`src/rtl/fizzbuzz_pkg.sv`:
```
// rtl/fizzbuzz_pkg.sv - shared state/class enums and reset-default divisors for the fizz/buzz sequencer
package fizzbuzz_pkg;

  typedef enum logic [1:0] {
    IDLE = 2'd0,
    RUN  = 2'd1,
    DONE = 2'd2
  } fb_state_e;

  typedef enum logic [1:0] {
    NONE     = 2'd0,
    FIZZ     = 2'd1,
    BUZZ     = 2'd2,
    FIZZBUZZ = 2'd3
  } fb_class_e;

  localparam int DEF_FIZZ = 3;
  localparam int DEF_BUZZ = 5;

endpackage

```
`src/rtl/residue_counter.sv`:
```
// rtl/residue_counter.sv - incremental modulo counter; reports residue zero without a divider
module residue_counter #(
  parameter int DW = 8
) (
  input  logic          clk,
  input  logic          resetn,
  input  logic          clr,
  input  logic          step,
  input  logic [DW-1:0] divisor,
  output logic          zero
);

  logic [DW-1:0] r_res;
  logic          w_wrap;

  // Divisors 0 and 1 pin the residue at 0; zero is masked separately for divisor 0.
  assign w_wrap = (divisor <= DW'(1)) || (r_res == divisor - DW'(1));

  always_ff @(posedge clk) begin
    if (!resetn) begin
      r_res <= '0;
    end else if (clr) begin
      r_res <= '0;
    end else if (step) begin
      r_res <= w_wrap ? '0 : r_res + DW'(1);
    end
  end

  assign zero = (divisor != '0) && (r_res == '0);

endmodule

```
`src/rtl/fizzbuzz_sequencer.sv`:
```
// rtl/fizzbuzz_sequencer.sv - fizz/buzz run controller; per-class beat stats under FIZZBUZZ_SEQ_STATS_EN
module fizzbuzz_sequencer
  import fizzbuzz_pkg::*;
#(
  parameter  int DW      = 8,
  parameter  int MAX_LEN = 100,
  localparam int CW      = $clog2(MAX_LEN + 1)
) (
  input  logic          clk,
  input  logic          resetn,
  input  logic          cfg_valid,
  input  logic [DW-1:0] cfg_fizz,
  input  logic [DW-1:0] cfg_buzz,
  input  logic [CW-1:0] cfg_len,
  input  logic          start,
  input  logic          abort,
  output logic          busy,
  output logic          done,
  output logic          out_valid,
  input  logic          out_ready,
  output logic [CW-1:0] out_count,
  output logic [1:0]    out_class
`ifdef FIZZBUZZ_SEQ_STATS_EN
  ,
  output logic [CW-1:0] stat_fizz,
  output logic [CW-1:0] stat_buzz,
  output logic [CW-1:0] stat_fizzbuzz
`endif
);

  fb_state_e     r_state;
  fb_state_e     w_state_nxt;
  logic [DW-1:0] r_fizz;
  logic [DW-1:0] r_buzz;
  logic [CW-1:0] r_len;
  logic [CW-1:0] r_count;
  logic [CW-1:0] w_len_sat;
  logic [CW-1:0] w_len_eff;
  logic          w_cfg_load;
  logic          w_start;
  logic          w_fire;
  logic          w_last;
  logic          w_fizz_zero;
  logic          w_buzz_zero;

  assign w_cfg_load = (r_state == IDLE) && cfg_valid;
  assign w_start    = (r_state == IDLE) && start;
  assign w_fire     = (r_state == RUN) && out_ready;
  assign w_last     = (r_count + CW'(1)) == r_len;
  assign w_len_sat  = (cfg_len > CW'(MAX_LEN)) ? CW'(MAX_LEN) : cfg_len;
  // A config written alongside start governs the run it starts.
  assign w_len_eff  = w_cfg_load ? w_len_sat : r_len;

  always_ff @(posedge clk) begin
    if (!resetn) begin
      r_state <= IDLE;
    end else begin
      r_state <= w_state_nxt;
    end
  end

  always_comb begin
    w_state_nxt = r_state;
    case (r_state)
      IDLE: begin
        if (start) begin
          w_state_nxt = (w_len_eff == '0) ? DONE : RUN;
        end
      end
      RUN: begin
        if (abort) begin
          w_state_nxt = IDLE;
        end else if (w_fire && w_last) begin
          w_state_nxt = DONE;
        end
      end
      DONE:    w_state_nxt = IDLE;
      default: w_state_nxt = IDLE;
    endcase
  end

  always_comb begin
    busy      = (r_state != IDLE);
    out_valid = (r_state == RUN);
    done      = (r_state == DONE);
    out_class = NONE;
    if (r_state == RUN) begin
      out_class = {w_buzz_zero, w_fizz_zero};
    end
  end

  always_ff @(posedge clk) begin
    if (!resetn) begin
      r_fizz  <= DW'(DEF_FIZZ);
      r_buzz  <= DW'(DEF_BUZZ);
      r_len   <= CW'(MAX_LEN);
      r_count <= '0;
    end else begin
      if (w_cfg_load) begin
        r_fizz <= cfg_fizz;
        r_buzz <= cfg_buzz;
        r_len  <= w_len_sat;
      end
      if (w_start) begin
        r_count <= '0;
      end else if (w_fire) begin
        r_count <= r_count + CW'(1);
      end
    end
  end

  assign out_count = r_count;

  residue_counter #(.DW(DW)) u_fizz_res (
    .clk     (clk),
    .resetn  (resetn),
    .clr     (w_start),
    .step    (w_fire),
    .divisor (r_fizz),
    .zero    (w_fizz_zero)
  );

  residue_counter #(.DW(DW)) u_buzz_res (
    .clk     (clk),
    .resetn  (resetn),
    .clr     (w_start),
    .step    (w_fire),
    .divisor (r_buzz),
    .zero    (w_buzz_zero)
  );

`ifdef FIZZBUZZ_SEQ_STATS_EN
  logic [CW-1:0] r_stat_fizz;
  logic [CW-1:0] r_stat_buzz;
  logic [CW-1:0] r_stat_fizzbuzz;

  always_ff @(posedge clk) begin
    if (!resetn) begin
      r_stat_fizz     <= '0;
      r_stat_buzz     <= '0;
      r_stat_fizzbuzz <= '0;
    end else if (w_start) begin
      r_stat_fizz     <= '0;
      r_stat_buzz     <= '0;
      r_stat_fizzbuzz <= '0;
    end else if (w_fire) begin
      case (out_class)
        FIZZ:     r_stat_fizz     <= r_stat_fizz + CW'(1);
        BUZZ:     r_stat_buzz     <= r_stat_buzz + CW'(1);
        FIZZBUZZ: r_stat_fizzbuzz <= r_stat_fizzbuzz + CW'(1);
        default:  ;
      endcase
    end
  end

  assign stat_fizz     = r_stat_fizz;
  assign stat_buzz     = r_stat_buzz;
  assign stat_fizzbuzz = r_stat_fizzbuzz;
`endif

endmodule

```
`config.mk`:
```
export PLATFORM = sky130hd
export DESIGN_NAME = fizzbuzz_sequencer
export DESIGN_NICKNAME = d
export VERILOG_FILES = /design/src/rtl/fizzbuzz_pkg.sv /design/src/rtl/residue_counter.sv /design/src/rtl/fizzbuzz_sequencer.sv
export SDC_FILE = /design/constraint.sdc
export NUM_CORES = 1
export LEC_CHECK = 0
export CAP_MARGIN = 20
export CORE_UTILIZATION = 43
export CTS_CLUSTER_SIZE = 14
export DETAILED_ROUTE_END_ITERATION = 8
export GPL_TIMING_DRIVEN = 1
export PLACE_DENSITY = 0.67
export SLEW_MARGIN = 20
export SYNTH_ARGS = -nofsm -noshare
export SYNTH_HDL_FRONTEND = slang
export SYNTH_SLANG_ARGS = --single-unit
export TNS_END_PERCENT = 10
```
`constraint.sdc`:
```
create_clock -name clk -period 3.1 [get_ports clk]
set_input_delay 0.62 -clock clk [delete_from_list [all_inputs] [get_ports clk]]
set_output_delay 0.62 -clock clk [all_outputs]
set_load 0.005 [all_outputs]
```
==> out/metrics.csv <==
metric;value;unit
fin_total_pwr;1309;uW
layout_common_cells;nand2_1 (64), dfxtp_1 (48), clkdlybuf4s50_1 (40);
start_util;0.4491;
dp_hpwl;4737;um
row_count;29;
required;2.48;ns
yosys_warnings;0;
endpoint_kind;primary output;
fmax;363.7;MHz
syn-mean-instance-area;7.901;um2
clkLatencyLatePin;0.31;ns
clockRootBuffer;clkbuf_8;
synth_edf_count;0;
antenna_left;0;
fillers;628;
layout_commonest_cell;nand2_1;
status;finished, violations left;
synth_cell_types;49;
power.density;380.2;mW/mm2
dr.pass1.iters;6;
finalCritPeriodShare;0.8870;
num-nets-final;436;
cts_setup_buffers;0;
maxSlewHeadroom;0.5377;
grt_pass1_wl;11230;um
port_buffers;40;
worstPathMaxFanout;8;
clkTransAtPathRegs;0.09;ns
rsz0062_at_grt;no;
tightest_slew;0.6935;ns
synth_top_cell_area_share;0.3332;
cts_tree;built;
fin_tns_setup;0;ns
hold_viol_final;0;
ys_ff_latch;48;
first_iter_violations;116;
synthTopCellsByArea;dfxtp_1 (33%), nand2_1 (8.3%), xnor2_1 (7.3%);
hold_buffers;0;
die_w;83.90;um
gp_congestion;0.8314;
slew_violations;0;
grt_max_degree;28;
area_growth;19.44;%
routed_wl;6564;um
wl_per_cell;13.82;um
p_int;949.1;uW
io_pins;41;
cts_resized;0;
clockPowerShare;0.314;
power_leakage;0.001329;uW
async_reset_ff_frac;0;
drcViolationCount;8;
synth_nets;403;
crit_type;flip-flop to primary output;
hp-class;flip-flop to flip-flop;
diodes;0;
combPwrFrac;0.172;
antenna_found_initial;0;
fp.dieArea;0.007038;mm2
gr-usage-all-layers;0.1954;
synthFlopType;dfxtp_1;
max_cap_violations;0;
cts_made_buffers;5;
power_switching_share;0.2752;
core_area;0.006422;mm2
finalCriticalPeriod;2.750;ns
h-tree-depth;2;
seqPwrFrac;0.514;
netlist_instances;365;
ys_seq_area_frac;0.3332;
ff2ff_setup_slack;0.93;ns
setup_violations;0;
netlist_area;0.002884;mm2
skew;0.008779;ns
vias;2570;
drive_gt1_frac;0.05276;
violations;DRC;
grt_pass1_vias;2375;
cts_num_sinks;48;
viasPerCell;5.411;
vdd_drop_max;180.8;uV
p_sw;360.3;uW
start_kind;flip-flop;
cp_data_arrival_time;2.13;ns
yosys.area.top_type;dfxtp_1;
die_h;83.90;um
clock_path_buffers;2;
gr-total-overflow;0;
-- metal layers --
| metal | track usage | routed length (um) | share of wire | vias to the layer above |
|---|---|---|---|---|
| li1 | - | - | - | 1337 |
| met5 | 0 | 0 | 0 | - |
| met1 | 0.2749 | 3332 | 0.51 | 1168 |
| met2 | 0.3077 | 2876 | 0.44 | 59 |
| met4 | 0.05643 | 75 | 0.011 | 0 |
| met3 | 0.03066 | 280 | 0.043 | 6 |
-- power by group through the flow --
stage	registers, uW	logic [uW]	clock network, uW
6_report	673	225	411
5_1_grt	678	252	444
4_1_cts	672	227	417
3_5_place_dp	687	225	0
3_3_place_gp	686	224	0
2_1_floorplan	675	147	0
-- worst paths after layout --
path / from / end / depth (start not counted)
max: r_buzz[2] / out_class[1] / 4
min: out_count[1] / out_count[1] / 2
max reg2reg: r_buzz[0] / u_buzz_res.r_res[1] / 7
min reg2reg: out_count[1] / out_count[1] / 2
-- sequential cells by signal, indices dropped and copies added, names as in the netlist --
register and flops:
u_fizz_res.r_res 8, r_state 2, r_fizz 8, u_buzz_res.r_res 8, out_count 7, r_len 7
r_buzz 8
-- critical path: stages, from the launching register on --
cell and delay (ns):
dfxtp_1 0.39, or4_4 0.59, nor3_1 0.24, a21oi_1 0.13
clkdlybuf4s50_1 0.47
-- final cells by class --
type	count	area, um2	area share
multi-input cells	287	1808	0.5249
well taps	77	96.34	0.02797
flip-flops and latches	48	960.9	0.2790
clock buffers	7	96.34	0.02797
inverters	10	37.54	0.01090
repair buffers	46	445.4	0.1293
-- Yosys cell counts, types with 2 or more instances --
master,count
a211oi_1,2
nor4b_1,2
nor2_1,26
xnor2_1,24
a21oi_1,20
and3b_1,2
dfxtp_1,48
a21boi_0,16
clkbuf_1,18
o21ai_0,11
xor2_1,19
or3_1,2
inv_1,10
nand2_1,64
nor3b_1,3
nor2b_1,5
nand3_1,15
nor4_1,5
nand4_1,11
nor3_1,15
a31oi_1,3
ha_1,9
o211ai_1,4
and3_1,6
-- stage by stage --
stage | setup WS, ns | cells | utilization | hold slack [ns] | area [um2]
6_report | 0.3502 | 475 | 0.5363 | 0.4975 | 3445
5_1_grt | 0.2353 | 475 | 0.5363 | 0.5249 | 3445
4_1_cts | 0.3444 | 475 | 0.5363 | 0.4999 | 3445
3_5_place_dp | 0.5236 | 468 | 0.5213 | 0.4874 | 3348
3_3_place_gp | 0.5286 | 468 | 0.5213 | 0.4883 | 3348
2_1_floorplan | 1.129 | 365 | - | 0.4658 | 2884
-- cell families (layout without fill, tap and decap cells) --
family | count (synthesis) | count (layout) | synth area share
XOR/XNOR | 44 | 44 | 0.1388
buffers and inverters | 30 | 63 | 0.04165
adder cells (fa/ha/maj) | 9 | 9 | 0.03905
multiplexers | 1 | 1 | 0.003471
flip-flops | 48 | 48 | 0.3332
AND/OR/NAND/NOR | 163 | 163 | 0.2733
AO/OA/AOI/OAI | 70 | 70 | 0.1705
(Power assumes the default switching activity.)
